$ cat config.mk
export PLATFORM = sky130hd
export DESIGN_NAME = udp_tx_arbiter
export DESIGN_NICKNAME = d
export VERILOG_FILES = /design/src/rtl/udp_tx_arbiter.sv
export SDC_FILE = /design/constraint.sdc
export NUM_CORES = 1
export LEC_CHECK = 0
export BUFFER_PORTS_ARGS = -buffer_cell sky130_fd_sc_hd__buf_2
export CAP_MARGIN = 20
export CORE_MARGIN = 1
export CORE_UTILIZATION = 47
export DETAILED_ROUTE_END_ITERATION = 6
export HOLD_SLACK_MARGIN = 0.06
export PLACE_DENSITY = 0.8
export RECOVER_POWER = 100
export REMOVE_ABC_BUFFERS = 1
export SYNTH_ARGS = -nofsm -noshare
export SYNTH_HDL_FRONTEND = slang
export SYNTH_SLANG_ARGS = --single-unit
$ cat constraint.sdc
create_clock -name gmii_rx_clk -period 3.7 [get_ports gmii_rx_clk]
set_input_delay 1.11 -clock gmii_rx_clk [delete_from_list [all_inputs] [get_ports gmii_rx_clk]]
set_output_delay 1.11 -clock gmii_rx_clk [all_outputs]
set_load 0.01 [all_outputs]
$ cat src/rtl/udp_tx_arbiter.sv
// Two-requester round-robin arbiter in front of a single UDP transmit engine.
// A granted requester gets one ready pulse, its frame is started on the engine,
// its data/word-request handshake is routed through, and it gets a done pulse.
// A fixed idle gap follows every frame. A SEND-phase watchdog frees the engine
// if udp_tx_done never arrives.
module udp_tx_arbiter #(
    parameter int GAP_CYCLES = 12,
    parameter int TIMEOUT    = 65535
) (
    input  logic        gmii_rx_clk,
    input  logic        rstn,

    input  logic        req0_valid,
    input  logic [15:0] req0_byte_num,
    input  logic [31:0] req0_data,
    output logic        req0_ready,
    output logic        req0_tx_req,
    output logic        req0_done,

    input  logic        req1_valid,
    input  logic [15:0] req1_byte_num,
    input  logic [31:0] req1_data,
    output logic        req1_ready,
    output logic        req1_tx_req,
    output logic        req1_done,

    output logic        udp_tx_start,
    output logic [15:0] udp_tx_byte_num,
    output logic [31:0] udp_tx_data,
    input  logic        udp_tx_req,
    input  logic        udp_tx_done,

    output logic [1:0]  arb_grant,
    output logic        arb_busy,
    output logic        arb_timeout
);

    typedef enum logic [1:0] {
        IDLE  = 2'd0,
        START = 2'd1,
        SEND  = 2'd2,
        GAP   = 2'd3
    } state_t;

    // Terminal counts, computed once at elaboration.
    localparam logic [15:0] TIMEOUT_CNT = 16'(TIMEOUT);
    localparam logic [15:0] GAP_LAST    = (GAP_CYCLES == 0) ? 16'd0 : 16'(GAP_CYCLES - 1);

    state_t      state;
    state_t      state_nxt;

    logic        grant_idx;   // index of the requester that owns the current frame
    logic        last_ptr;    // index of the last requester that completed a frame
    logic [15:0] len_q;       // latched byte count of the current frame
    logic        zlen_pend;   // zero-length frame still owes its done pulse
    logic [15:0] send_cnt;    // cycles spent in SEND for the current frame
    logic [15:0] gap_cnt;     // cycles spent in GAP for the current gap

    logic [1:0]  ready_q;
    logic [1:0]  done_q;

    logic        any_valid;
    logic        winner;
    logic [15:0] win_len;
    logic        send_term;
    logic        gap_end;

    logic        accept;
    logic        fire_start;
    logic        fire_done;
    logic        fire_tmo;

    // Round-robin selection: contention goes to the requester not served last;
    // a lone request always wins.
    assign any_valid = req0_valid | req1_valid;
    assign winner    = (req0_valid & req1_valid) ? ~last_ptr : req1_valid;
    assign win_len   = winner ? req1_byte_num : req0_byte_num;
    assign send_term = (send_cnt == TIMEOUT_CNT);
    assign gap_end   = (gap_cnt >= GAP_LAST);

    // State register.
    always_ff @(posedge gmii_rx_clk or negedge rstn) begin
        if (!rstn) begin
            state <= IDLE;
        end else begin
            // NOTE: sequential state uses non-blocking assignments so every
            // register samples pre-edge values regardless of block ordering.
            state <= state_nxt;
        end
    end

    // Next-state logic and single-cycle event strobes.
    always_comb begin
        // NOTE: every signal gets a default first so no path through the case
        // leaves one unassigned, which would infer a latch.
        state_nxt  = state;
        accept     = 1'b0;
        fire_start = 1'b0;
        fire_done  = 1'b0;
        fire_tmo   = 1'b0;
        case (state)
            IDLE: begin
                if (any_valid) begin
                    accept    = 1'b1;
                    state_nxt = (win_len == 16'd0) ? GAP : START;
                end
            end
            START: begin
                fire_start = 1'b1;
                state_nxt  = SEND;
            end
            SEND: begin
                // done has priority over the watchdog on the terminal count
                if (udp_tx_done) begin
                    fire_done = 1'b1;
                    state_nxt = GAP;
                end else if (send_term) begin
                    fire_tmo  = 1'b1;
                    state_nxt = GAP;
                end
            end
            GAP: begin
                fire_done = zlen_pend;
                if (gap_end) begin
                    state_nxt = IDLE;
                end
            end
            default: state_nxt = IDLE;
        endcase
    end

    // Registered one-cycle pulses towards requesters and the engine.
    always_ff @(posedge gmii_rx_clk or negedge rstn) begin
        if (!rstn) begin
            ready_q      <= 2'b00;
            done_q       <= 2'b00;
            udp_tx_start <= 1'b0;
            arb_timeout  <= 1'b0;
        end else begin
            ready_q      <= accept    ? {winner, ~winner}       : 2'b00;
            done_q       <= fire_done ? {grant_idx, ~grant_idx} : 2'b00;
            udp_tx_start <= fire_start;
            arb_timeout  <= fire_tmo;
        end
    end

    // Frame bookkeeping: owner, length, counters and round-robin pointer.
    always_ff @(posedge gmii_rx_clk or negedge rstn) begin
        if (!rstn) begin
            grant_idx <= 1'b0;
            last_ptr  <= 1'b1;
            len_q     <= 16'd0;
            zlen_pend <= 1'b0;
            send_cnt  <= 16'd0;
            gap_cnt   <= 16'd0;
        end else begin
            if (accept) begin
                grant_idx <= winner;
                len_q     <= win_len;
                zlen_pend <= (win_len == 16'd0);
            end else if (state == GAP) begin
                zlen_pend <= 1'b0;
            end

            if (fire_start) begin
                send_cnt <= 16'd0;
            end else if (state == SEND) begin
                send_cnt <= send_cnt + 16'd1;
            end

            if (state_nxt == GAP && state != GAP) begin
                gap_cnt <= 16'd0;
            end else if (state == GAP) begin
                gap_cnt <= gap_cnt + 16'd1;
            end

            if (state == GAP && gap_end) begin
                last_ptr <= grant_idx;
            end
        end
    end

    // Ownership is visible from START through SEND only; routing follows it.
    assign arb_grant       = (state == START || state == SEND) ? {grant_idx, ~grant_idx} : 2'b00;
    assign arb_busy        = (state != IDLE);
    assign udp_tx_byte_num = len_q;
    assign req0_tx_req     = arb_grant[0] & udp_tx_req;
    assign req1_tx_req     = arb_grant[1] & udp_tx_req;
    assign udp_tx_data     = arb_grant[0] ? req0_data :
                             arb_grant[1] ? req1_data : 32'd0;
    assign req0_ready      = ready_q[0];
    assign req1_ready      = ready_q[1];
    assign req0_done       = done_q[0];
    assign req1_done       = done_q[1];

endmodule

==> results of run 1 <==
==> flip-flops by register name (all words and copies together) (netlist names) <==
name and cells:
gap_cnt 16, send_cnt 16, udp_tx_byte_num 16, done_q 2
ready_q 2, state 2, arb_timeout 1, grant_idx 1
last_ptr 1, udp_tx_start 1, zlen_pend 1
==> power by group through the flow <==
stage	registers, W	clock network (W)	logic [W]
2_1_floorplan	0.00103	0	0.000977
3_3_place_gp	0.000999	0	0.00164
3_5_place_dp	0.00101	0	0.00168
4_1_cts	0.000998	0.000815	0.00169
5_1_grt	0.00103	0.000850	0.00172
6_report	0.00100	0.000803	0.00156
==> layer usage <==
metal / vias up / track usage [%] / wire, um
li1: 1656 / - / -
met4: 0 / 13.5 / 419
met3: 32 / 7.37 / 467
met2: 137 / 47.8 / 5080
met5: - / 0 / 0
met1: 1565 / 28.2 / 3790
==> cell usage in the layout (no fill, tap or decap), drive strengths merged, types with 2 or more instances in the layout <==
cell / Yosys / final
buf: 6 / 103
clkbuf: 11 / 71
dfrtp: 58 / 58
mux2i: 57 / 57
nor2: 56 / 56
o21ai: 47 / 47
nand2: 34 / 34
nand4: 14 / 14
nor4: 13 / 13
nand3: 11 / 11
xor2: 7 / 7
ha: 7 / 7
and3: 6 / 6
or3: 6 / 6
and2: 6 / 6
inv: 5 / 5
nor3: 5 / 5
nand2b: 4 / 4
a21oi: 4 / 4
xnor2: 4 / 4
bufinv: 0 / 4
a22o: 2 / 2
nor2b: 2 / 2
mux2: 2 / 2
clkinv: 1 / 2
==> per-stage QoR <==
stage	worst slack, ns	hold WS (ns)	utilization [%]	area [um2]	instances
after floorplan	0.447	0.471	-	3430	360
after global placement	0.897	0.460	61.1	4410	623
after detailed placement	0.807	0.465	61.1	4410	623
after CTS	0.432	0.481	64.9	4680	639
after global routing	0.214	0.504	62.8	4530	639
final	0.390	0.481	62.8	4530	639
==> kinds of logic (layout without fill, tap and decap cells) <==
family	after synthesis	count (layout)	synth area share [%]
and+or+nand+nor	160	160	23.6
muxes	59	59	16.9
DFF	59	59	42.1
AOI/OAI and AO/OA	58	58	9.24
buffers and inverters	23	186	2.89
xor gates and xnor gates	11	11	2.75
adders and majority gates	7	7	2.50
==> cell type report <==
| class | instances | area, um2 |
|---|---|---|
| Clock buffer | 10 | 138 |
| Clock inverter | 6 | 136 |
| Fill cell | 658 | 2680 |
| Inverter | 6 | 22.5 |
| Multi-Input combinational cell | 295 | 1880 |
| Sequential cell | 59 | 1480 |
| Tap cell | 99 | 124 |
| Timing Repair Buffer | 164 | 751 |
==> how the worst min path moves through the flow <==
stage / slack, ns / endpoint / cells after the start / start
3_3_place_gp: 0.46 / udp_tx_byte_num[14]$_DFFE_PN0P_ / 2 / udp_tx_byte_num[14]$_DFFE_PN0P_
2_1_floorplan: 0.47 / send_cnt[0]$_DFFE_PN0N_ / 1 / send_cnt[0]$_DFFE_PN0N_
3_5_place_dp: 0.46 / udp_tx_byte_num[1]$_DFFE_PN0P_ / 2 / udp_tx_byte_num[1]$_DFFE_PN0P_
6_report: 0.48 / udp_tx_byte_num[15]$_DFFE_PN0P_ / 2 / udp_tx_byte_num[15]$_DFFE_PN0P_
4_1_cts: 0.48 / udp_tx_byte_num[1]$_DFFE_PN0P_ / 2 / udp_tx_byte_num[1]$_DFFE_PN0P_
5_1_grt: 0.50 / udp_tx_byte_num[15]$_DFFE_PN0P_ / 2 / udp_tx_byte_num[15]$_DFFE_PN0P_
==> worst max-delay path: cells and delay by family (launching register included) <==
kind                       cells  cell delay [ns]
and+or+nand+nor                1             0.17
DFF                            1             0.44
adders and majority gates      1             0.50
buffers and inverters          4             0.75
==> results.cfg, run 1 <==
[status]
outcome = finished, final reports clean

[sta]
setup_tns_ns = 0
finalHoldViolations = 0
max-slew-margin-rel_pct = 5.30
finalSetupViolCount = 0
rsz0062_at_grt = false
finClkSkew_ns = 0.0123
drv_slew = 0
clock.fmax_mhz = 302
min_period_over_period_pct = 89.5
min_period_ns = 3.31
tightest_slew_ns = 1.42

[synth]
yosysSeqAreaShare_pct = 42.1
syn-cell-area_mm2 = 0.00351
async_flop_share_pct = 100
synth_flop_cell = dfrtp_1
yosysTopAreaCell = dfrtp_1
syn-instance-count = 377
yosys_register_bits = 59
ys_warn_count = 0
synth_area_leaders = dfrtp_1, mux2i_1, o21ai_0
synth_edf_count = 0
avgSynthCellArea_um2 = 9.31
ys_types = 40
synth_most_common_cell = dfrtp_1
yosysTopAreaCellShare_pct = 41.4
ys_top_cells_by_count = dfrtp_1, mux2i_1, nor2_1, o21ai_0, nand2_1

[power_and_ir_drop]
power_w = 0.00336
ir_drop_mv = 0.594
power_frac_clock_pct = 23.9
p_leak_nw = 2.18
seqPwrFrac_pct = 29.8
pwr_density_cell_mw_per_mm2 = 742
switching_share_pct = 42.6
power_frac_comb_pct = 46.3
power.switching_w = 0.00143
internal_power_w = 0.00193

[setup_path]
worst_setup_path_end_kind = primary output
slowest_delay_ns = 0.50
startpoint = state[0]$_DFF_PN0_
cp-endpoint = udp_tx_data[4]
critPathArrivalTime_ns = 2.20
cp_max_fo = 33
r2r_setup_slack_ns = 1.04
worstSetupPathType = flip-flop to primary output
r2r_start = state[0]$_DFF_PN0_
worstReg2RegEnd = gap_cnt[11]$_DFFE_PN0P_
cp.required_ns = 2.59
critPathSlowestCell = ha_1
path_cells = inv_1, ha_1, clkinv_1, buf_4, nor2_1, clkbuf_1
cp-start-kind = flip-flop
reg2regPathDepth = 7

[clock_tree]
clock_latency_ns = 0.34
htree_levels = 3
clock_path_buffers = 2
cts-root-buf = clkbuf_8
cts_sinks = 59
ctsResizeCount = 0
clkTransAtPathRegs_ns = 0.07
cts_tree = done
cts.hold.buffers_added = 0
numCtsBuffers = 9
cts_setup_buffers = 0

[global_routing]
grt_pass1_wl_um = 15400
grt_pass1_vias = 3328
antenna_found_initial = 0
grt_usage_pct = 26.4
grt_start_max_net_pins = 60
grt_overflow = 0

[finish]
n_antenna_cell = 0
nets = 644
area_growth_pct = 29.2
post_route_cells_drive_above_1_share_pct = 23.9

[route]
antenna_left = 0
wl_per_cell_um = 15.3
drt_iter0_markers = 113
drt-pass1-iter-count = 4
wirelength_um = 9750
num_vias = 3390
viasPerCell = 5.31
drcViolationCount = 0

[floorplanning]
dieArea_mm2 = 0.00781
ioPinCount = 161
die_h_um = 88.4
die_x_um = 88.4
core-area_mm2 = 0.00721
num_rows = 31
start_util_pct = 48.6

[placement]
place_hpwl_um = 7620
routabilityCongestion = 0.891
port-buffer-count = 160

[hold_path]
hp-class = flip-flop to flip-flop

[job]
cap_viol_max_count = 0
Note: power is estimated with default switching activity, not from simulation.
==> run 2: changes to the inputs <==
- PLACE_DENSITY: 0.8 -> unset
- PLACE_DENSITY_LB_ADDON: unset -> 0.3
==> results.cfg, run 2 (synthesis results as in run 1) <==
[status]
outcome = finished, violations left
violations = capacitance limit, slew limit

[hold_path]
hp-class = flip-flop to flip-flop
hp-start = udp_tx_byte_num[15]$_DFFE_PN0P_
whs_endpoint = udp_tx_byte_num[15]$_DFFE_PN0P_
min_path_cells = 2

[global_routing]
grt_overflow = 0
grt_pass1_vias = 3318
grt_usage_pct = 24.6
grt_start_max_net_pins = 37
grt_pass1_wl_um = 14500
antenna_found_initial = 0

[power_and_ir_drop]
pwr_density_cell_mw_per_mm2 = 701
ir_drop_mv = 0.515
p_leak_nw = 2.16

[clock_tree]
ctsResizeCount = 0
cts_sinks = 59
clock_path_buffers = 2
cts_tree = done
cts_setup_buffers = 0
clkTransAtPathRegs_ns = 0.07
numCtsBuffers = 9
cts.hold.buffers_added = 0
cts-root-buf = clkbuf_8
clock_latency_ns = 0.34
htree_levels = 3

[setup_path]
worstSetupPathType = input pin to flip-flop
critPathArrivalTime_ns = 3.45
r2r_setup_slack_ns = 1.12
cp.required_ns = 3.91
worst_setup_path_end_kind = flip-flop
reg2regPathDepth = 6
worstReg2RegEnd = gap_cnt[10]$_DFFE_PN0P_
cp-start-kind = input pin
cp_max_fo = 20
r2r_start = last_ptr$_DFFE_PN1P_

[route]
drt-pass1-iter-count = 5
antenna_left = 0
wl_per_cell_um = 13.8
drt_iter0_markers = 160
viasPerCell = 5.22
drcViolationCount = 0
num_vias = 3343
wirelength_um = 8820

[sta]
rsz0062_at_grt = false
finalSetupViolCount = 0
max-slew-margin-rel_pct = -0.246
finClkSkew_ns = 0.00946
clock.fmax_mhz = 308
setup_tns_ns = 0
tightest_slew_ns = 1.50
finalHoldViolations = 0
min_period_over_period_pct = 87.7
drv_slew = 28
min_period_ns = 3.25

[finish]
post_route_cells_drive_above_1_share_pct = 23.8
area_growth_pct = 27.7
fill_cells = 677
fin_area_mm2 = 0.00448
n_antenna_cell = 0
multi_input_area_mm2 = 0.00190
final_cell_mix = buf_2, clkbuf_1, mux2i_1, dfrtp_1, nor2_1
nets = 646
layout_commonest_cell = buf_2
seqCellArea_mm2 = 0.00148

[placement]
dpl_cell_area_mm2 = 0.00442
place_hpwl_um = 6820
routabilityCongestion = 0.819
port-buffer-count = 160

[floorplanning]
ioPinCount = 161
start_util_pct = 48.6
die_x_um = 88.4
core-area_mm2 = 0.00721
dieArea_mm2 = 0.00781
num_rows = 31
die_h_um = 88.4

[job]
cap_viol_max_count = 1
-- run 2: per-stage QoR --
stage / power [W] / instances / utilization, % / setup WS (ns) / hold slack, ns
5_1_grt: 0.00340 / 641 / 62.1 / 0.227 / 0.510
4_1_cts: 0.00326 / 641 / 63.9 / 0.483 / 0.482
3_3_place_gp: 0.00262 / 625 / 61.3 / 0.915 / 0.458
3_5_place_dp: 0.00268 / 625 / 61.3 / 0.867 / 0.468
2_1_floorplan: 0.00201 / 360 / - / 0.447 / 0.471
6_report: 0.00314 / 641 / 62.1 / 0.455 / 0.483
-- run 2: worst max-delay path by stage --
stage | depth (start not counted) | slack (ns) | start | to
6_report | 7 | 0.45 | req1_valid | gap_cnt[10]$_DFFE_PN0P_
5_1_grt | 7 | 0.23 | req1_valid | gap_cnt[10]$_DFFE_PN0P_
4_1_cts | 6 | 0.48 | state[0]$_DFF_PN0_ | udp_tx_data[30]
3_5_place_dp | 6 | 0.87 | state[0]$_DFF_PN0_ | udp_tx_data[29]
3_3_place_gp | 4 | 0.91 | req1_data[8] | udp_tx_data[8]
2_1_floorplan | 5 | 0.45 | req1_valid | gap_cnt[10]$_DFFE_PN0P_
-- run 2: per-layer routing --
metal | wire, um | share of wire (%) | vias to the layer above | track usage (%)
met5 | 0 | 0 | - | 0
met4 | 158 | 1.8 | 0 | 9.68
met3 | 439 | 5.0 | 15 | 6.34
met2 | 4750 | 54 | 116 | 45.9
met1 | 3470 | 39 | 1559 | 26.5
li1 | - | - | 1653 | -
-- run 2: area by class of cell --
| type | count | share of cell area, % |
|---|---|---|
| Clock buffer | 14 | 3.41 |
| Clock inverter | 2 | 0.782 |
| Inverter | 6 | 0.503 |
| Tap cell | 99 | 2.76 |
| Timing Repair Buffer | 166 | 17.1 |
| Multi-Input combinational cell | 295 | 42.5 |
| Sequential cell | 59 | 33.0 |
-- run 2: critical path, stage by stage --
cell and delay [ns]:
clkbuf_1 0.21, a21boi_0 0.21, clkbuf_1 0.98, nor2_1 0.13
a22o_1 0.39, nor2_4 0.28, o21ai_0 0.14
-- run 2: report_power, final --
group,internal [W],switching (W),leakage [nW]
Clock,0.000330,0.000239,0.0947
Combinational,0.000608,0.000975,1.28
Sequential,0.000809,0.000184,0.779
